### src/rtl/write_s_block.sv
`default_nettype none
// ============================================================================
//  Module   : write_s_block
//  Purpose  : Last IDCT pipeline stage. Reads a finished 8x8 S block from the
//             dual-port S RAM (even pixel on port a, odd pixel on port b),
//             scales and clips each value to an 8-bit pixel, packs two pixels
//             per 16-bit word and writes 32 words to the block's raster
//             position in the Y, U or V plane of external SRAM.
//  Ports    : Clock_50        - system clock, rising edge
//             Reset           - synchronous active-high reset
//             start           - request pulse, sampled only in IDLE
//             plane           - 0=Y 1=U 2=V 3=invalid (no writes), latched
//             block_row/col   - block position, latched at start
//             Address_S_a/b   - S RAM read addresses (even/odd pixel)
//             Data_out_S_a/b  - S RAM read data, 1-cycle latency
//             SRAM_address    - external SRAM word address
//             SRAM_write_data - {even pixel, odd pixel}
//             SRAM_we_n       - active-low write enable
//             busy / finish   - in-flight flag / one-cycle completion pulse
//  Revision : 1.0 - initial release
// ============================================================================
module write_s_block #(
  parameter int SHIFT            = 16,
  parameter int Y_OFFSET         = 0,
  parameter int U_OFFSET         = 38400,
  parameter int V_OFFSET         = 57600,
  parameter int Y_WORDS_PER_ROW  = 160,
  parameter int UV_WORDS_PER_ROW = 80
) (
  input  logic        Clock_50,
  input  logic        Reset,
  input  logic        start,
  input  logic [1:0]  plane,
  input  logic [4:0]  block_row,
  input  logic [5:0]  block_col,
  output logic [6:0]  Address_S_a,
  input  logic [31:0] Data_out_S_a,
  output logic [6:0]  Address_S_b,
  input  logic [31:0] Data_out_S_b,
  output logic [17:0] SRAM_address,
  output logic [15:0] SRAM_write_data,
  output logic        SRAM_we_n,
  output logic        busy,
  output logic        finish
);

  typedef enum logic [2:0] {
    S_IDLE    = 3'd0,
    S_LEADIN1 = 3'd1,
    S_LEADIN2 = 3'd2,
    S_WRITE   = 3'd3,
    S_DONE    = 3'd4
  } state_t;

  state_t      state_q, state_d;
  logic [1:0]  plane_q, plane_d;
  logic [17:0] row_base_q, row_base_d;   // SRAM address of word 0 of current S row
  logic [5:0]  wr_idx_q, wr_idx_d;       // index of next word to write (32 = all done)
  logic [6:0]  addr_a_q, addr_a_d;
  logic [6:0]  addr_b_q, addr_b_d;
  logic [17:0] sram_addr_q, sram_addr_d;
  logic [15:0] wdata_q, wdata_d;
  logic        we_n_q, we_n_d;
  logic        busy_q, busy_d;
  logic        finish_q, finish_d;

  logic [17:0] w_plane_base;
  logic [17:0] w_wpr_in;
  logic [17:0] w_start_base;
  logic [17:0] w_wpr_q;
  logic [4:0]  w_rd_k;
  logic        w_do_write;
  logic        w_do_adv;

  // Scale by arithmetic shift and saturate to the 0..255 pixel range.
  function automatic logic [7:0] clip_pix(input logic [31:0] s);
    logic signed [31:0] p;
    p = $signed(s) >>> SHIFT;
    if (p < 0)
      return 8'h00;
    else if (p > 32'sd255)
      return 8'hFF;
    else
      return p[7:0];
  endfunction

  // Start-of-block row base, computed once from the live inputs on the
  // accepting edge; per-word addresses afterwards only add WPR per row.
  always_comb begin
    case (plane)
      2'd1:    w_plane_base = 18'(U_OFFSET);
      2'd2:    w_plane_base = 18'(V_OFFSET);
      default: w_plane_base = 18'(Y_OFFSET);
    endcase
    w_wpr_in     = (plane == 2'd0) ? 18'(Y_WORDS_PER_ROW) : 18'(UV_WORDS_PER_ROW);
    w_start_base = w_plane_base
                 + 18'({block_row, 3'b000}) * w_wpr_in
                 + 18'({block_col, 2'b00});
  end

  assign w_wpr_q = (plane_q == 2'd0) ? 18'(Y_WORDS_PER_ROW) : 18'(UV_WORDS_PER_ROW);
  // Word index currently on the read ports: Address_S_a = 2k.
  assign w_rd_k  = addr_a_q[5:1];

  always_comb begin
    state_d     = state_q;
    plane_d     = plane_q;
    row_base_d  = row_base_q;
    wr_idx_d    = wr_idx_q;
    addr_a_d    = addr_a_q;
    addr_b_d    = addr_b_q;
    sram_addr_d = sram_addr_q;
    wdata_d     = wdata_q;
    we_n_d      = 1'b1;
    busy_d      = busy_q;
    finish_d    = 1'b0;
    w_do_write  = 1'b0;
    w_do_adv    = 1'b0;

    case (state_q)
      S_IDLE: begin
        if (start) begin
          plane_d    = plane;
          row_base_d = w_start_base;
          wr_idx_d   = 6'd0;
          addr_a_d   = 7'd0;
          addr_b_d   = 7'd1;
          busy_d     = 1'b1;
          state_d    = S_LEADIN1;
        end
      end
      S_LEADIN1: begin
        w_do_adv = 1'b1;
        state_d  = S_LEADIN2;
      end
      S_LEADIN2: begin
        w_do_write = 1'b1;
        w_do_adv   = 1'b1;
        state_d    = S_WRITE;
      end
      S_WRITE: begin
        if (wr_idx_q == 6'd32) begin
          finish_d = 1'b1;
          state_d  = S_DONE;
        end else begin
          w_do_write = 1'b1;
          w_do_adv   = 1'b1;
        end
      end
      S_DONE: begin
        busy_d  = 1'b0;
        state_d = S_IDLE;
      end
      default: state_d = S_IDLE;
    endcase

    // Read addresses run two words ahead of the write and park on word 31.
    if (w_do_adv && (w_rd_k != 5'd31)) begin
      addr_a_d = {1'b0, w_rd_k + 5'd1, 1'b0};
      addr_b_d = {1'b0, w_rd_k + 5'd1, 1'b1};
    end

    if (w_do_write) begin
      sram_addr_d = row_base_q + 18'(wr_idx_q[1:0]);
      wdata_d     = {clip_pix(Data_out_S_a), clip_pix(Data_out_S_b)};
      we_n_d      = (plane_q == 2'd3);
      wr_idx_d    = wr_idx_q + 6'd1;
      if (wr_idx_q[1:0] == 2'd3)
        row_base_d = row_base_q + w_wpr_q;
    end
  end

  always_ff @(posedge Clock_50) begin
    if (Reset) begin
      state_q     <= S_IDLE;
      plane_q     <= 2'd0;
      row_base_q  <= 18'd0;
      wr_idx_q    <= 6'd0;
      addr_a_q    <= 7'd0;
      addr_b_q    <= 7'd0;
      sram_addr_q <= 18'd0;
      wdata_q     <= 16'd0;
      we_n_q      <= 1'b1;
      busy_q      <= 1'b0;
      finish_q    <= 1'b0;
    end else begin
      state_q     <= state_d;
      plane_q     <= plane_d;
      row_base_q  <= row_base_d;
      wr_idx_q    <= wr_idx_d;
      addr_a_q    <= addr_a_d;
      addr_b_q    <= addr_b_d;
      sram_addr_q <= sram_addr_d;
      wdata_q     <= wdata_d;
      we_n_q      <= we_n_d;
      busy_q      <= busy_d;
      finish_q    <= finish_d;
    end
  end

  assign Address_S_a     = addr_a_q;
  assign Address_S_b     = addr_b_q;
  assign SRAM_address    = sram_addr_q;
  assign SRAM_write_data = wdata_q;
  assign SRAM_we_n       = we_n_q;
  assign busy            = busy_q;
  assign finish          = finish_q;

endmodule
`default_nettype wire

### config.mk
export PLATFORM = sky130hd
export DESIGN_NAME = write_s_block
export DESIGN_NICKNAME = d
export VERILOG_FILES = /design/src/rtl/write_s_block.sv
export SDC_FILE = /design/constraint.sdc
export NUM_CORES = 1
export LEC_CHECK = 0
export BUFFER_PORTS_ARGS = -buffer_cell sky130_fd_sc_hd__buf_4
export CAP_MARGIN = 20
export CELL_PAD_IN_SITES_DETAIL_PLACEMENT = 0
export CELL_PAD_IN_SITES_GLOBAL_PLACEMENT = 1
export CORE_MARGIN = 3
export CORE_UTILIZATION = 38
export DETAILED_ROUTE_END_ITERATION = 16
export PLACE_DENSITY_LB_ADDON = 0.08
export SLEW_MARGIN = 15
export SYNTH_ARGS = -nofsm -noshare
export SYNTH_HDL_FRONTEND = slang
export SYNTH_SLANG_ARGS = --single-unit
### constraint.sdc
create_clock -name Clock_50 -period 6.05 [get_ports Clock_50]
set_clock_uncertainty 0.15 [all_clocks]
set_input_delay 0.3025 -clock Clock_50 [delete_from_list [all_inputs] [get_ports Clock_50]]
set_output_delay 0.3025 -clock Clock_50 [all_outputs]
set_load 0.01 [all_outputs]
==> flow_summary.rst, run 1 <==
.. list-table::
   :header-rows: 1

   * - Metric
     - Value
   * - Total number of placement rows
     - 38
   * - Top post-synthesis cells by count
     - dfxtp_1 (72), nand2_1 (65), nor2_1 (58)
   * - Final Hold Viols
     - 0
   * - Count of endpoints failing setup in the final report
     - 0
   * - Number of instances in the synthesized netlist
     - roughly 540
   * - Area of all sequential standard cells
     - ~1400 sq um
   * - Number of distinct library cells after synthesis
     - 57
   * - Buffer count from post-CTS setup fixing
     - 0
   * - Layout Cell Area excl Fill
     - ~5500 sq um
   * - Height of the die
     - roughly 110 um
   * - Yosys top cell area share
     - 0.324
   * - First-pass GRT wire length
     - roughly 18000 um
   * - Estimated wirelength of the detail-placed design
     - roughly 7700 um
   * - Die footprint
     - 13000 sq um
   * - Routed via count divided by cell count
     - about 5.1
   * - FILL cells
     - 1096
   * - Placed cells
     - ~750
   * - Startpoint kind of the worst setup timing path
     - primary input
   * - Non-filler instance count after layout
     - approximately 770
   * - Worst hold-check slack
     - about 0.067 ns
   * - Initial standard-cell utilization of the core
     - 0.400
   * - Number of nets with antenna violations after routing
     - 0
   * - Endpoint kind of the worst setup timing path
     - flop
   * - Floorplan core area
     - about 11000 sq um
   * - Number of antenna violations at the first check in global routing
     - 0
   * - Multi-input gate area
     - about 2800 sq um
   * - Overflow after GRT
     - 0
   * - Syn Area/Cell
     - just over 8 sq um
   * - Power spent charging and discharging nets
     - 456 uW
   * - Count of routing violations after the opening detailed-route iteration
     - about 180
   * - Cts bufs inserted
     - 9
   * - Transition time at the pin with the least slew margin
     - around 1.0 ns
   * - Buffer type at the clock tree root
     - clkbuf_16
   * - Sinks on Clock Net
     - 72
   * - GP Congestion
     - between 0.7 and 0.8
   * - Maximum clock insertion buffer count
     - 2
   * - Global router's overall resource usage
     - 0.166
   * - Routed WL per cell
     - 13.5 um
   * - IR Drop Worst-Case VDD
     - 200 uV
   * - Post-synth EDFFs
     - 0
   * - Chip width
     - about 110 um
   * - Ratio of final minimum period to clock period
     - 0.810
   * - Highest-delay cell along the critical path
     - fa_1
   * - IO Pins
     - about 130
   * - Share of layout cells above drive strength 1
     - 0.212
   * - Most repeated cell in the gate-level netlist after synthesis
     - dfxtp_1
   * - Int Power
     - ~1000 uW
   * - CTS clock-pin slew for the worst setup and hold paths
     - about 0.060 ns
   * - TritonCTS clock tree
     - done
   * - DRC violations left
     - 0
   * - Headroom to the max-slew limit
     - 0.327
   * - Post-synth ARST share
     - 0
   * - Flip-flop and latch count after synthesis
     - between 70 and 80
   * - Class of the most critical hold timing path
     - in -> reg
   * - Result of the run
     - completed
   * - Antenna cells
     - 0
   * - Flip-flop cell with the highest count after synthesis
     - dfxtp_1
   * - Total routed wirelength
     - a little over 10000 um
   * - Time the final worst path needs with I/O delays and setup
     - between 4 and 5 ns
   * - Setup repair after global routing missed its margin
     - no
   * - Switching fraction of total power
     - 0.317
   * - Largest net degree at the start of global routing
     - 77
   * - Power per Cell Area
     - roughly 260 nW/um^2
   * - Most used cell along the critical path
     - ha_1
   * - Achievable Freq
     - 0.204 GHz
   * - Clock power share
     - 0.346
   * - Max H-tree Level
     - 3
   * - Ordered list of cells on the worst path
     - buf_4 -> inv_1 -> ha_1 -> mux2_2 -> ha_1 -> inv_1 -> fa_1 -> inv_1 -> ha_1 -> ha_1 -> nor2b_1 -> o21ai_0 -> a21oi_1 -> or4_1 -> and3_1 -> ha_1 -> inv_1 -> nor3_1 -> a221o_1 -> o31ai_1 -> a41oi_2
   * - Share of total power in sequential cells
     - 0.384
   * - Post-synthesis cell area
     - between 4000 and 5000 sq um
   * - Type of the setup path with the least slack
     - in -> reg
   * - CP arrival
     - about 5 ns
   * - Crit path largest cell delay
     - roughly 0.52 ns
   * - Clock latency reported for the late side of the worst-skew pair
     - 0.33 ns
   * - Final Max Slew Viols
     - 0
   * - Portion of total power attributed to combinational logic
     - 0.269
   * - Cell accounting for the most synthesized area
     - dfxtp_1
   * - Synth warnings
     - 0
   * - CP Data Required Time
     - between 6 and 7 ns
   * - Placement Cell Area
     - about 5200 sq um
   * - Biggest area contributors in the synthesized netlist
     - dfxtp_1 (32%), ha_1 (9.8%), nand2_1 (5.5%), a21oi_1 (5.1%), nor2_1 (4.9%)
   * - Max-cap viol count
     - 0
   * - Leakage Power
     - 0.00228 uW
   * - Number of vias in the routed layout
     - 3920
   * - Share of the yosys chip area belonging to registers
     - 0.324
   * - Vias in the first global route
     - about 4000
   * - Final TNS setup
     - 0 ns
   * - Number of gates given a new drive strength after cts
     - 0
   * - Quantity of I/O buffers inserted on ports
     - between 90 and 100
   * - Nets@finish
     - approximately 740
   * - Detailed-router iteration count before antenna repair
     - 4
   * - Layout Area Growth over Synthesis
     - 23.6%
   * - Largest fanout on the critical path
     - 9
   * - Count of hold buffers inserted by post-cts repair
     - 0
worst max-delay path: cells and delay by family:
family | cells | cell delay, ns
muxes | 1 | 0.41
adders and majority gates | 6 | 2.03
AOI/OAI and AO/OA | 5 | 0.98
and+or+nand+nor | 4 | 0.79
buffers and inverters | 5 | 0.39
power by group through the flow:
stage	sequential [uW]	clock [uW]	combinational, uW
6_report	553	498	388
5_1_grt	559	532	439
4_1_cts	552	512	392
3_5_place_dp	562	0	389
3_3_place_gp	561	0	382
2_1_floorplan	558	0	274
kinds of logic after synthesis:
| kind of cell | synth area share |
|---|---|
| compound gates | 0.178 |
| xor+xnor | 0.0512 |
| fa+ha+maj | 0.130 |
| buf+inv | 0.0627 |
| flops | 0.324 |
| mux | 0.0172 |
| other cells | 0.00169 |
| simple gates | 0.235 |
flip-flops by register name (all words and copies together), names as in the netlist:
name,cells
SRAM_we_n,1
row_base_q,18
Address_S_a,5
SRAM_address,18
finish,1
plane_q,2
SRAM_write_data,16
Address_S_b,1
busy,1
wr_idx_q,6
state_q,3
through the flow:
step	total power, uW	setup slack (ns)	util
final	1440	1.15	0.494
after global routing	1530	0.779	0.494
after CTS	1460	1.13	0.494
after detailed placement	952	0.790	0.469
after global placement	943	0.886	0.468
after floorplan	833	1.30	-
cell usage in the layout (no fill, tap or decap), types with 5 or more instances in the layout:
cell / count
buf_4: 97
dfxtp_1: 72
nand2_1: 65
nor2_1: 58
a21oi_1: 44
ha_1: 35
inv_1: 29
a211oi_1: 25
or3_1: 17
nor3_1: 15
xnor2_1: 14
xor2_1: 12
nand3_1: 9
clkbuf_16: 9
o21ai_0: 8
a21o_1: 7
and3_1: 7
fa_1: 7
conb_1: 7
nor2b_1: 6
o211ai_1: 6
a311oi_1: 6
mux2_2: 5
nand4_1: 5
layout make-up:
type	count	share of cell area
well taps	140	0.0319
clock inverters	6	0.00774
multi-input cells	412	0.502
repair buffers	98	0.133
flip-flops and latches	72	0.262
inverters	29	0.0198
clock buffers	10	0.0435
routing by layer:
layer,part of all wire,vias to the layer above,routed length [um],global-route usage
met4,0.011,0,113,0.0451
met1,0.49,1759,5040,0.218
met5,0,-,0,0
li1,-,2062,-,-
met2,0.44,90,4580,0.267
met3,0.061,9,635,0.0481
final timing paths:
| kind | startpoint | depth (start not counted) | end | slack (ns) |
|---|---|---|---|---|
| worst max-delay path | plane[0] | 21 | row_base_q[15] | 1.15 |
| worst min-delay path | block_col[0] | 3 | row_base_q[2] | 0.07 |
| worst max register to register | wr_idx_q[1] | 7 | row_base_q[14] | 3.11 |
| worst min register to register | SRAM_write_data[4] | 2 | SRAM_write_data[4] | 0.30 |
Note: power is estimated with default switching activity, not from simulation.
==> inputs of run 2 (changes only) <==
Settings changed: ABC_AREA set to 1, CORE_UTILIZATION 38 to 34.
Clock period 6.05 ns to 3.98 ns, I/O delays scaled along.
==> run 2 against run 1 <==
  * Clock power grew 62%
  * Die area is 17% higher
  * Combinational power is 110% higher
  * Via count up 16%
  * Non-clock buffer count increased by 32
  * Count of clock-buffer cells in the layout is the same
  * Register-to-register slack lost 1.7 ns
  * Hold slack worse by 0.058 ns
  * Critical path depth is 3 higher
  * Critical endpoint is now row_base_q[16]
==> flow_summary.rst, run 2 <==
.. list-table::
   :header-rows: 1

   * - Metric
     - Value
   * - Most repeated cell in the gate-level netlist after synthesis
     - nand2_1
   * - Portion of total power attributed to combinational logic
     - 0.329
   * - Startpoint kind of the worst setup timing path
     - primary input
   * - CP Data Required Time
     - 4.10 ns
   * - Flip-flop cell with the highest count after synthesis
     - dfxtp_1
   * - Worst hold-check slack
     - roughly 0.0093 ns
   * - Share of total power in sequential cells
     - 0.347
   * - Chip width
     - about 120 um
   * - Estimated wirelength of the detail-placed design
     - approximately 9000 um
   * - Max-cap viol count
     - 0
   * - DRC violations left
     - 0
   * - Syn Area/Cell
     - between 7 and 8 sq um
   * - Type of the setup path with the least slack
     - in -> reg
   * - Biggest area contributors in the synthesized netlist
     - dfxtp_1 (31%), nand2_1 (12%), ha_1 (9.3%), a21oi_1 (7.2%), inv_1 (6.1%)
   * - Crit path largest cell delay
     - around 0.53 ns
   * - Yosys top cell area share
     - 0.306
   * - Highest-delay cell along the critical path
     - fa_1
   * - Vias in the first global route
     - 4208
   * - Floorplan core area
     - about 13000 sq um
   * - Worst-case setup slack after placement
     - -0.134 ns
   * - Most common cell after layout, fill and taps aside
     - nand2_1
   * - Class of the most critical hold timing path
     - in -> reg
   * - Power per Cell Area
     - 410 nW/um^2
   * - Initial standard-cell utilization of the core
     - 0.352
   * - Buffer type at the clock tree root
     - clkbuf_16
   * - Height of the die
     - 124 um
   * - Routed WL per cell
     - 12.7 um
   * - Die footprint
     - ~15000 sq um
   * - Number of nets with antenna violations after routing
     - 0
   * - Top post-synthesis cells by count
     - nand2_1 (147), inv_1 (77), dfxtp_1 (72)
   * - Post-synth ARST share
     - 0
   * - Total number of placement rows
     - 42
   * - Quantity of I/O buffers inserted on ports
     - 95
   * - Max H-tree Level
     - 3
   * - Int Power
     - approximately 1700 uW
   * - Routed via count divided by cell count
     - between 4 and 5
   * - Setup slack of the critical path after layout
     - 0.352 ns
   * - Clock power share
     - 0.324
   * - Cts bufs inserted
     - 9
   * - Placed cells
     - 925
   * - First-pass GRT wire length
     - roughly 20000 um
   * - Leading cell types in the layout, fill and taps excluded
     - nand2_1 (147), buf_4 (115), inv_1 (77), dfxtp_1 (72), a21oi_1 (66)
   * - Final Hold Viols
     - 0
   * - Ordered list of cells on the worst path
     - buf_4 -> inv_1 -> ha_2 -> inv_1 -> nand2_1 -> nand2_1 -> ha_1 -> inv_1 -> fa_1 -> inv_1 -> ha_1 -> ha_4 -> a21oi_1 -> nand2_1 -> a21o_1 -> a21oi_2 -> xnor2_1 -> ha_1 -> inv_1 -> nor3_1 -> nand2_1 -> nand3_1 -> nand2_1 -> a21oi_1
   * - CTS clock-pin slew for the worst setup and hold paths
     - about 0.06 ns
   * - Largest fanout on the critical path
     - 4
   * - Number of distinct library cells after synthesis
     - between 40 and 50
   * - Largest net degree at the start of global routing
     - 44
   * - Total routed wirelength
     - between 10000 and 15000 um
   * - Switching fraction of total power
     - 0.331
   * - Antenna cells
     - 0
   * - Achievable Freq
     - about 0.28 GHz
   * - Layout Area Growth over Synthesis
     - 29.1%
   * - Overflow after GRT
     - 0
   * - Buffer count from post-CTS setup fixing
     - 0
   * - Leakage Power
     - ~0.0029 uW
   * - Area of all sequential standard cells
     - approximately 1400 sq um
   * - Detailed-router iteration count before antenna repair
     - 4
   * - Cell accounting for the most synthesized area
     - dfxtp_1
   * - Global router's overall resource usage
     - 0.162
   * - Final cell utilization of the core
     - 0.454
   * - Number of antenna violations at the first check in global routing
     - 0
   * - Synth warnings
     - 0
   * - Ratio of final minimum period to clock period
     - 0.912
   * - GP Congestion
     - a little over 0.8
   * - Count of routing violations after the opening detailed-route iteration
     - ~190
   * - Endpoint kind of the worst setup timing path
     - flop
   * - Flip-flop and latch count after synthesis
     - 72
   * - Final Max Slew Viols
     - 0
   * - Non-filler instance count after layout
     - around 960
   * - Share of the yosys chip area belonging to registers
     - 0.306
   * - Maximum clock insertion buffer count
     - 2
   * - Endpoint of the worst hold-timing path
     - SRAM_write_data[1]
   * - Multi-input gate area
     - around 2800 sq um
   * - Share of layout cells above drive strength 1
     - 0.207
   * - Clock latency reported for the late side of the worst-skew pair
     - around 0.34 ns
   * - IR Drop Worst-Case VDD
     - approximately 200 uV
   * - IO Pins
     - roughly 130
   * - Layout Cell Area excl Fill
     - 6090 sq um
   * - Number of instances in the synthesized netlist
     - 660
   * - Startpoint of the lowest-slack hold path
     - Data_out_S_b[17]
   * - Count of endpoints failing setup in the final report
     - 0
   * - Sinks on Clock Net
     - 72
   * - Number of cells on the worst reg-to-reg path
     - 11
   * - Start of the worst register-to-register path
     - wr_idx_q[0]
   * - Cell depth of the worst hold path
     - 3
   * - Register-to-register setup slack
     - between 1 and 1.5 ns
   * - Post-synthesis cell area
     - between 4000 and 5000 sq um
   * - TritonCTS clock tree
     - done
   * - Number of vias in the routed layout
     - roughly 4500
   * - CP arrival
     - 3.75 ns
   * - Power spent charging and discharging nets
     - about 830 uW
   * - FILL cells
     - between 1000 and 1500
   * - Capture instance of the worst register-to-register path
     - SRAM_address[14]
   * - Result of the run
     - completed
   * - Time the final worst path needs with I/O delays and setup
     - between 3 and 4 ns
   * - Placement Cell Area
     - ~5600 sq um
   * - Nets@finish
     - between 800 and 900
   * - Post-synth EDFFs
     - 0
run 2: cell types whose count changed in the layout (fill, tap and decap cells not counted), moves of 10 or more:
cell	previous run	this run
o21bai_1	3	16
inv_1	29	77
nor2_1	58	39
a21oi_1	44	66
nand2_1	65	147
nand3_1	9	54
a211oi_1	25	1
buf_4	97	115
o21ai_0	8	33
dlygate4sd3_1	0	14
nor3_1	15	5
or3_1	17	0
run 2: worst max-delay path by stage:
| stage | startpoint | endpoint | slack (ns) | depth (start not counted) |
|---|---|---|---|---|
| after CTS | plane[0] | row_base_q[15] | 0.22 | 25 |
| after floorplan | plane[0] | row_base_q[16] | 0.09 | 23 |
| after global routing | plane[0] | row_base_q[16] | -0.02 | 24 |
| final | plane[0] | row_base_q[16] | 0.35 | 24 |
| after global placement | plane[0] | row_base_q[15] | -0.07 | 25 |
| after detailed placement | plane[0] | row_base_q[15] | -0.13 | 25 |
run 2: cells by family after synthesis:
kind of cell,count (synthesis),synth area share
simple gates,275,0.260
compound gates,139,0.167
buf+inv,110,0.105
flops,72,0.306
fa+ha+maj,42,0.123
xor+xnor,20,0.0372
other cells,2,0.00159
run 2: timing repair:
item,CTS,global route
resized for setup,0,4
setup endpoints to repair,0,4
hold buffers,14,0
endpoints found under the hold margin,14,0
run 2: cell type report:
type	instances	share of cell area
multi-input combinational	483	0.463
sequential	72	0.237
timing repair buffer	130	0.167
inverter	79	0.0491
clock buffer	10	0.0393
tap	176	0.0362
clock inverter	5	0.00925
run 2: metrics by stage:
step	setup TNS [ns]	power, uW
after floorplan	0	1390
after global placement	-0.120	1670
after detailed placement	-0.343	1680
after CTS	0	2520
after global routing	-0.0239	2680
final	0	2490
run 2: power groups by stage:
stage                     clock network (uW)  registers, uW  logic [uW]
after floorplan                            0            876         517
after detailed placement                   0            881         803
after global routing                     868            878         931
after global placement                     0            878         794
final                                    807            866         821
after CTS                                837            866         819
run 2: worst max-delay path, delay by kind of cell:
kind	cells	cell delay, ns
fa+ha+maj	6	1.92
simple gates	7	0.60
compound gates	4	0.55
buf+inv	6	0.39
xor+xnor	1	0.08
run 2: metal layers:
metal	vias up	track usage	part of all wire
li1	2387	-	-
met1	2049	0.201	0.46
met2	91	0.274	0.48
met3	14	0.0377	0.042
met4	0	0.0567	0.017
met5	-	0	0
